**config.mk**
```make
export PLATFORM = sky130hd
export DESIGN_NAME = counter_updown_m
export DESIGN_NICKNAME = d
export VERILOG_FILES = /design/src/rtl/counter_pkg.sv /design/src/rtl/counter_updown_m.sv
export SDC_FILE = /design/constraint.sdc
export NUM_CORES = 1
export LEC_CHECK = 0
export CAP_MARGIN = 0
export CORE_ASPECT_RATIO = 1.2
export CORE_MARGIN = 2
export CORE_UTILIZATION = 40
export DETAILED_ROUTE_END_ITERATION = 8
export PLACE_DENSITY = 0.72
export SLEW_MARGIN = 20
export SYNTH_ARGS = -nofsm -noshare
export SYNTH_HDL_FRONTEND = slang
export SYNTH_SLANG_ARGS = --single-unit
```
**constraint.sdc**
```tcl
create_clock -name clk -period 2.4 [get_ports clk]
set_input_delay 0.72 -clock clk [delete_from_list [all_inputs] [get_ports clk]]
set_output_delay 0.72 -clock clk [all_outputs]
set_load 0.02 [all_outputs]
```
**src/rtl/counter_pkg.sv**
```systemverilog
`default_nettype none
// ============================================================================
// Module      : counter_pkg
// Description : Shared types for the up/down terminal counter.
// Revision    : 1.0 - initial release
// ============================================================================
package counter_pkg;

  // Boundary policy: WRAP jumps to the opposite end, SAT sticks at the end.
  typedef enum logic {
    CNT_WRAP = 1'b0,
    CNT_SAT  = 1'b1
  } cnt_mode_e;

endpackage : counter_pkg
`default_nettype wire

```
**src/rtl/counter_updown_m.sv**
```systemverilog
`default_nettype none
// ============================================================================
// Module      : counter_updown_m
// Description : Loadable up/down counter over 0..limit with count enable,
//               wrap or saturate boundary policy, registered terminal-count
//               pulse and sticky overflow flag.
// Revision    : 1.0 - initial release
// ============================================================================
module counter_updown_m
  import counter_pkg::*;
#(
  parameter int        W    = 5,
  parameter cnt_mode_e MODE = CNT_WRAP
) (
  input  logic         clk,
  input  logic         rst_,
  input  logic         load,
  input  logic [W-1:0] data,
  input  logic         en,
  input  logic         up,
  input  logic [W-1:0] limit,
  output logic [W-1:0] count,
  output logic         tc,
  output logic         ovf
);

  logic [W-1:0] count_nxt;
  logic         tc_nxt;
  logic         ovf_nxt;

  // Next-state selection: load beats enable, enable beats hold.
  always_comb begin
    count_nxt = count;
    tc_nxt    = 1'b0;
    ovf_nxt   = ovf;
    if (load) begin
      count_nxt = data;
      ovf_nxt   = 1'b0;
    end else if (en) begin
      if (up) begin
        // A loaded value above limit is treated as already at the boundary.
        if (count >= limit) begin
          count_nxt = (MODE == CNT_SAT) ? limit : '0;
          tc_nxt    = 1'b1;
          ovf_nxt   = 1'b1;
        end else begin
          count_nxt = count + W'(1);
        end
      end else begin
        // Counting down from above limit is an ordinary step.
        if (count == '0) begin
          count_nxt = (MODE == CNT_SAT) ? '0 : limit;
          tc_nxt    = 1'b1;
          ovf_nxt   = 1'b1;
        end else begin
          count_nxt = count - W'(1);
        end
      end
    end
  end

  // State register with asynchronous active-low reset.
  always_ff @(posedge clk or negedge rst_) begin
    if (!rst_) begin
      count <= '0;
      tc    <= 1'b0;
      ovf   <= 1'b0;
    end else begin
      count <= count_nxt;
      tc    <= tc_nxt;
      ovf   <= ovf_nxt;
    end
  end

endmodule : counter_updown_m
`default_nettype wire
```
## After elaboration in Yosys (flattened, before gate mapping)

Index checks and enable logic that the tools add are counted.

| word-level totals | value |
|---|---|
| flip-flop bits (word level) | 7 |
| input bits | 15 |
| word-level logic and storage cells | 26 |
| output and inout port bits | 7 |

| operators by class | value |
|---|---|
| reduce and logical (&&, ||, !) cells | 4 |
| magnitude comparators | 1 |
| add/subtract/negate cells | 2 |
| equality and inequality tests | 1 |
| multiplexer cells | 15 |

Operators by type and width:

| cell | count |
|---|---|
| 5-bit 2-to-1 mux | 5 |
| 1-bit 2-to-1 mux | 10 |
| 5-bit by 1-bit adder with 5-bit output (second input constant) | 1 |
| 5-bit >= comparator | 1 |
| 5-bit zero test | 1 |
| 5-bit by 1-bit subtractor with 5-bit output (second input constant) | 1 |
| 3-bit by 2-bit inequality test with 1-bit output (second input constant) | 1 |
| 3-bit AND reduction | 1 |
| 3-bit nonzero test | 1 |
| 2-bit nonzero test | 1 |

## Depth between registers and ports, before layout

Gate-level depths: netlist of the first run.

| logic depth | value |
|---|---|
| depth after elaboration | 5 |
| mapped depth | 7 |

## Least setup slack after synthesis of the first run

OpenSTA, ideal clock, no wires.

| timing path | value |
|---|---|
| path kind | flip-flop to flip-flop |
| from | register count[0] |
| to | register count[0] |
| data required time | 2272 ps |
| path buffers | 1 |
| setup slack | 447 ps |
| stages on the path, launching flop included | 8 |
| setup time | 128 ps |
| period minus slack after synthesis | 1953 ps |
| data arrival time | 1825 ps |
| cells stage by stage | dfrtp_1 -> inv_1 -> ha_1 -> or4b_1 -> buf_2 -> o211a_1 -> a211oi_1 -> a21oi_1 |

| between the ends | value |
|---|---|
| longest elaborated chain between the ends | 5 |
| elaborated cells on any way between the ends | 9 |
| classes of those cells | 2 x add/sub; 1 x order compare; 5 x mux; 1 x reduce/logical |

Ends and longest elaborated chain:

| item | line | source |
|---|---|---|
| from (decl) | counter_updown_m.sv:22 | `output logic [W-1:0] count,` |
| from (signal assigned) | counter_updown_m.sv:69 | `count <= count_nxt;` |
| 5-bit by 1-bit subtractor with 5-bit output, or another cell as far along | counter_updown_m.sv:56 | `count_nxt = count - W'(1);` |
| 5-bit 2-to-1 mux (on tied branches) | counter_updown_m.sv:51, counter_updown_m.sv:42 |  |
| 5-bit 2-to-1 mux * | counter_updown_m.sv:40 | `if (up) begin` |
| 5-bit 2-to-1 mux * | counter_updown_m.sv:39 | `end else if (en) begin` |
| 5-bit 2-to-1 mux * | counter_updown_m.sv:36 | `if (load) begin` |

Every way passes the cells marked *; elsewhere a longest branch is shown, timed or not. The select of a mux whose other input is x is not followed.
A chain may end at the register's enable or synchronous reset.

## Worst setup path after layout of the first run

| timing path | value |
|---|---|
| from | register count[2] |
| to | output count[2] |

No word-level cell between the ends.

==> results of run 1 <==
-- flip-flops by register name, indices dropped and copies added (netlist names) --
name,flops
count,5
tc,1
ovf,1
-- metrics by stage --
stage               utilization [%]  area [um^2]
floorplan                         -        688.2
global placement              56.02        908.4
detailed placement            56.02        908.4
CTS                           57.64        934.6
global route                  57.64        934.6
finish                        57.64        934.6
-- power breakdown --
| group | internal (mW) | total [mW] | switching [mW] |
|---|---|---|---|
| Sequential | 0.131 | 0.155 | 0.0247 |
| Combinational | 0.104 | 0.201 | 0.0965 |
| Clock | 0.0635 | 0.108 | 0.0443 |
| Total | 0.298 | 0.464 | 0.166 |
-- synthesized netlist by cell type, drive strengths merged --
library cell	n
nor3	2
o21a	1
o211a	1
o21ai	2
a21oi	6
buf	3
nor2	12
nand2	2
ha	7
o2111ai	1
o32ai	1
o211ai	4
clkbuf	2
a211oi	1
a211o	2
a21o	2
nor2b	2
nand3	2
xnor2	3
nor4b	1
nand2b	6
a221o	1
xor2	1
or4b	1
inv	7
a31oi	5
dfrtp	7
-- layout make-up --
cell class	instances	area (um^2)
Fill cell	140	686.9
Multi-Input combinational cell	66	451.7
Inverter	7	26.28
Sequential cell	7	175.2
Timing Repair Buffer	24	232.7
Tap cell	18	22.52
Clock buffer	4	26.28
-- layout by cell type, fill, tap and decap left out, types with 2 or more instances in the layout --
cell,n
ha_1,7
o211ai_1,4
dfrtp_1,7
nand2b_1,6
nand2_1,2
a31oi_1,5
clkdlybuf4s50_1,21
buf_4,3
xnor2_1,3
inv_1,7
nor2b_1,2
nor3_1,2
o21ai_0,2
nand3_1,2
a21oi_1,6
nor2_1,12
a21o_1,2
clkbuf_4,3
-- tightest hold or removal path: cells and delay by family, from the launching register on --
family,cells,cell delay [ns]
DFF,1,0.38
buffers and inverters,1,0.05
AOI/OAI and AO/OA,1,0.06
-- path summary, 6_finish.rpt --
kind	start	end	depth (start not counted)
worst max-delay path	count[2]$_DFFE_PN0P_	count[2]	1
worst min-delay path	ovf$_DFFE_PN0P_	ovf$_DFFE_PN0P_	2
worst max register to register	count[0]$_DFFE_PN0P_	count[0]$_DFFE_PN0P_	6
worst min register to register	ovf$_DFFE_PN0P_	ovf$_DFFE_PN0P_	2
max in group asynchronous	rst_	count[2]$_DFFE_PN0P_	1
min in group asynchronous	rst_	count[4]$_DFFE_PN0P_	1
-- logic make-up after synthesis --
group           Yosys count  synth area share [%]
compound gates           27                 27.27
xor+xnor                  4                 5.092
fa+ha+maj                 7                 12.73
buf+inv                  12                 8.909
flops                     7                 25.45
simple gates             28                 20.55
-- layer usage --
metal	routed length, um	part of all wire [%]	up-vias	track usage [%]
met3	88	5.3	2	3.333
met1	741	45	326	21.97
met5	0	0	-	0
met2	820	50	26	26.30
li1	-	-	355	-
met4	5	0.30	0	8.065
==> results_dict.tcl, run 1 <==
set metrics [dict create \
    status "completed" \
    die_h_um 49.44 \
    dp.cells 122 \
    hold_path.class "register to register" \
    ant_nets 0 \
    powerDensity_nw_per_um2 496.1 \
    peakVddDrop_uv 270.6 \
    whs_ns 0.5418 \
    initial_core_util_pct 42.44 \
    p_total_mw 0.4637 \
    final-setup-viol-count 0 \
    cp-start-kind "register" \
    die-area_um2 2070 \
    place_ws_ns 0.02844 \
    critical-path-max-stage-delay_ns 0.67 \
    path_buf_inv 1 \
    gp_congestion 0.8226 \
    post_cts_resized 0 \
    first_pass_iters 4 \
    htree_num_levels 1 \
    core-area_um2 1622 \
    ys_top_cells_by_area "dfrtp_1, ha_1, nor2_1" \
    period_needed_ns 2.172 \
    dpl.hpwl_mm 1.310 \
    path_class "register to output pin" \
    wire_per_inst_um 13.13 \
    syn_to_final_growth_pct 35.82 \
    synth_cell_types 29 \
    grt_antenna_before_repair 0 \
    worstMarginPinSlew_ns 0.6391 \
    num_vias 709 \
    numCtsBuffers 3 \
    max_cap_viol_count 0 \
    finalWirelength_mm 1.655 \
    num_rows 16 \
    chipWidth_um 41.87 \
    io_pins 22 \
    grt.total_usage_pct 16.84 \
    drt_iter0_markers 18 \
    syn-num-nets 107 \
    slew_headroom_pct 56.79 \
    clock_skew_ns 0.001053 \
    hold_violations 0 \
    path_cells "clkdlybuf4s50_1" \
    path_clk_slew_ns 0.05 \
    postCtsSetupRepairBufs 0 \
    grt_max_degree 14 \
    synth.top_cell.area_share_pct 25.45 \
    grt_pass1_vias 612 \
    cts_buffer_depth 2 \
    ctsHoldBuffers 0 \
    tritoncts "built" \
    arrival_ns 1.45 \
    diodes 0 \
    stdcell_count 126 \
    critPathMaxFanout 11 \
    ys_ff_latch 7 \
    grt_first_pass_wirelength_mm 2.746 \
    rsz0062_at_grt "no" \
    overflow 0 \
    cts_root_buf "clkbuf_4" \
    yosysSeqAreaShare_pct 25.45 \
    port-buffer-count 21 \
    worstPathRequired_ns 1.68 \
    synth_top_area_cell "dfrtp_1" \
    via_per_inst 5.627 \
    end_kind "output pin" \
    clock_sinks 7 \
    critPathSlowestCell "clkdlybuf4s50_1" \
    tns_ns 0 \
    maxSlewViolCount 0 \
    drc_errors 0 \
    fin_crit_sh_pct 90.50 \
    syn_area_um2 688.2 \
    syn_inst 85 \
    ys_warn_count 0 \
    fin_ws_ns 0.2280 \
    worstSkewPairLatency_ns 0.25 \
    fmax_mhz 460.4 \
    drive_above_1_share_pct 6.481 \
    r2r_slack_ns 0.32 \
    crit_family "buffers and inverters" \
    num-nets-final 131 \
    syn_area_per_cell_um2 8.096 \
    leakagePower_nw 0.4072 \
]
Power figures use the tool's default switching activity.
==> inputs of run 2 (changes only) <==
--- a/config.mk
+++ b/config.mk
@@ -7,7 +7,7 @@
 export LEC_CHECK = 0
 export CAP_MARGIN = 0
 export CORE_ASPECT_RATIO = 1.2
-export CORE_MARGIN = 2
+export CORE_MARGIN = 3
 export CORE_UTILIZATION = 40
 export DETAILED_ROUTE_END_ITERATION = 8
 export PLACE_DENSITY = 0.72
==> run 2 against run 1 <==
Against the previous run:
- largest cell class unchanged
- critical path depth did not move
- final cell count unchanged
- critical endpoint unchanged
- highest routed layer unchanged
- sequential cell count did not move
==> results_dict.tcl, run 2 (synthesis results as in run 1) <==
set metrics [dict create \
    peakVddDrop_uv 305.2 \
    worstSkewPairLatency_ns 0.27 \
    grt_pass1_vias 634 \
    critical-path-max-stage-delay_ns 0.67 \
    path_clk_slew_ns 0.06 \
    io_pins 22 \
    fmax_mhz 458.0 \
    drive_above_1_share_pct 7.339 \
    worstPathRequired_ns 1.68 \
    leakagePower_nw 0.4126 \
    fin_crit_sh_pct 90.97 \
    clock_sinks 7 \
    die-area_um2 2256 \
    chipWidth_um 43.87 \
    drt_iter0_markers 13 \
    dpl.hpwl_mm 1.339 \
    grt.total_usage_pct 17.81 \
    grt_first_pass_wirelength_mm 2.911 \
    fin_ws_ns 0.2168 \
    path_class "register to output pin" \
    period_needed_ns 2.183 \
    gp_congestion 0.8112 \
    rr_worst_depth 6 \
    cts_root_buf "clkbuf_4" \
    post_cts_resized 0 \
    tritoncts "built" \
    finalWirelength_mm 1.735 \
    ctsHoldBuffers 0 \
    tns_ns 0 \
    largest_reg_flops 5 \
    largest-register "count" \
    initial_core_util_pct 45.27 \
    maxSlewViolCount 0 \
    clock_skew_ns 0.001922 \
    place_ws_ns 0.02942 \
    critPathMaxFanout 11 \
    rsz0062_at_grt "no" \
    slew_headroom_pct 72.04 \
    drc_errors 0 \
    end_kind "output pin" \
    reg_top3 "count (5), ovf (1), tc (1)" \
    die_h_um 51.44 \
    critPathSlowestCell "clkdlybuf4s50_1" \
    cp_num_cells 1 \
    max_cap_viol_count 0 \
    status "completed" \
    cts_buffer_depth 2 \
    syn_to_final_growth_pct 36.73 \
    num_rows 15 \
    first_pass_iters 4 \
    num-nets-final 132 \
    path_buf_inv 1 \
    utilization_pct 61.89 \
    powerDensity_nw_per_um2 507.5 \
    via_per_inst 5.714 \
    hold_path.class "register to register" \
    worstMarginPinSlew_ns 0.4181 \
    final-setup-viol-count 0 \
    htree_num_levels 1 \
    num_vias 720 \
    final_cell_mix "clkdlybuf4s50_1, nor2_1, inv_1, ha_1, dfrtp_1" \
    grt_antenna_before_repair 0 \
    wire_per_inst_um 13.77 \
    layout_commonest_cell "clkdlybuf4s50_1" \
    numCtsBuffers 3 \
    grt_max_degree 14 \
    min_path_cells 2 \
    ant_nets 0 \
    diodes 0 \
    port-buffer-count 21 \
    hold_violations 0 \
    arrival_ns 1.46 \
    postCtsSetupRepairBufs 0 \
    crit_family "buffers and inverters" \
    path_cells "clkdlybuf4s50_1" \
    overflow 0 \
    core-area_um2 1520 \
    cp-start-kind "register" \
]
run 2: cell types whose count changed in the layout (fill, tap and decap cells not counted), sizes merged:
cell  before  now
buf        3    4
run 2: cell type report:
cell class                      instances  area [um^2]
Fill cell                             132        579.3
Timing Repair Buffer                   25        240.2
Tap cell                               17        21.27
Multi-Input combinational cell         66        451.7
Inverter                                7        26.28
Clock buffer                            4        26.28
Sequential cell                         7        175.2
run 2: metrics by stage:
stage	instances	cell area (um^2)	power, mW	hold WS [ns]
after floorplan	85	688.2	0.2781	0.4244
after global routing	126	940.9	0.5086	0.5726
after CTS	126	940.9	0.4783	0.5416
after global placement	122	914.6	0.3546	0.5313
after detailed placement	122	914.6	0.3575	0.5321
final	126	940.9	0.4775	0.5369
run 2: routing by layer:
layer | global-route usage (%) | up-vias | share of wire (%)
met3 | 3.521 | 5 | 5.9
met2 | 25.49 | 28 | 49
met4 | 15.58 | 0 | 2.7
li1 | - | 358 | -
met5 | 0 | - | 0
met1 | 22.01 | 329 | 43
run 2: power breakdown:
part           internal (mW)  switching, mW  total (mW)
combinational          0.105         0.0964       0.201
sequential             0.130         0.0247       0.155
clock                 0.0643         0.0568       0.121
run 2: path summary, 6_finish.rpt:
| check | slack [ns] | endpoint | from |
|---|---|---|---|
| min reg2reg | 0.54 | ovf$_DFFE_PN0P_ | ovf$_DFFE_PN0P_ |
| max reg2reg | 0.35 | count[0]$_DFFE_PN0P_ | count[0]$_DFFE_PN0P_ |
| min | 0.54 | ovf$_DFFE_PN0P_ | ovf$_DFFE_PN0P_ |
| max | 0.22 | count[2] | count[2]$_DFFE_PN0P_ |
| max in group asynchronous | 1.41 | count[0]$_DFFE_PN0P_ | rst_ |
| min in group asynchronous | 0.73 | count[4]$_DFFE_PN0P_ | rst_ |
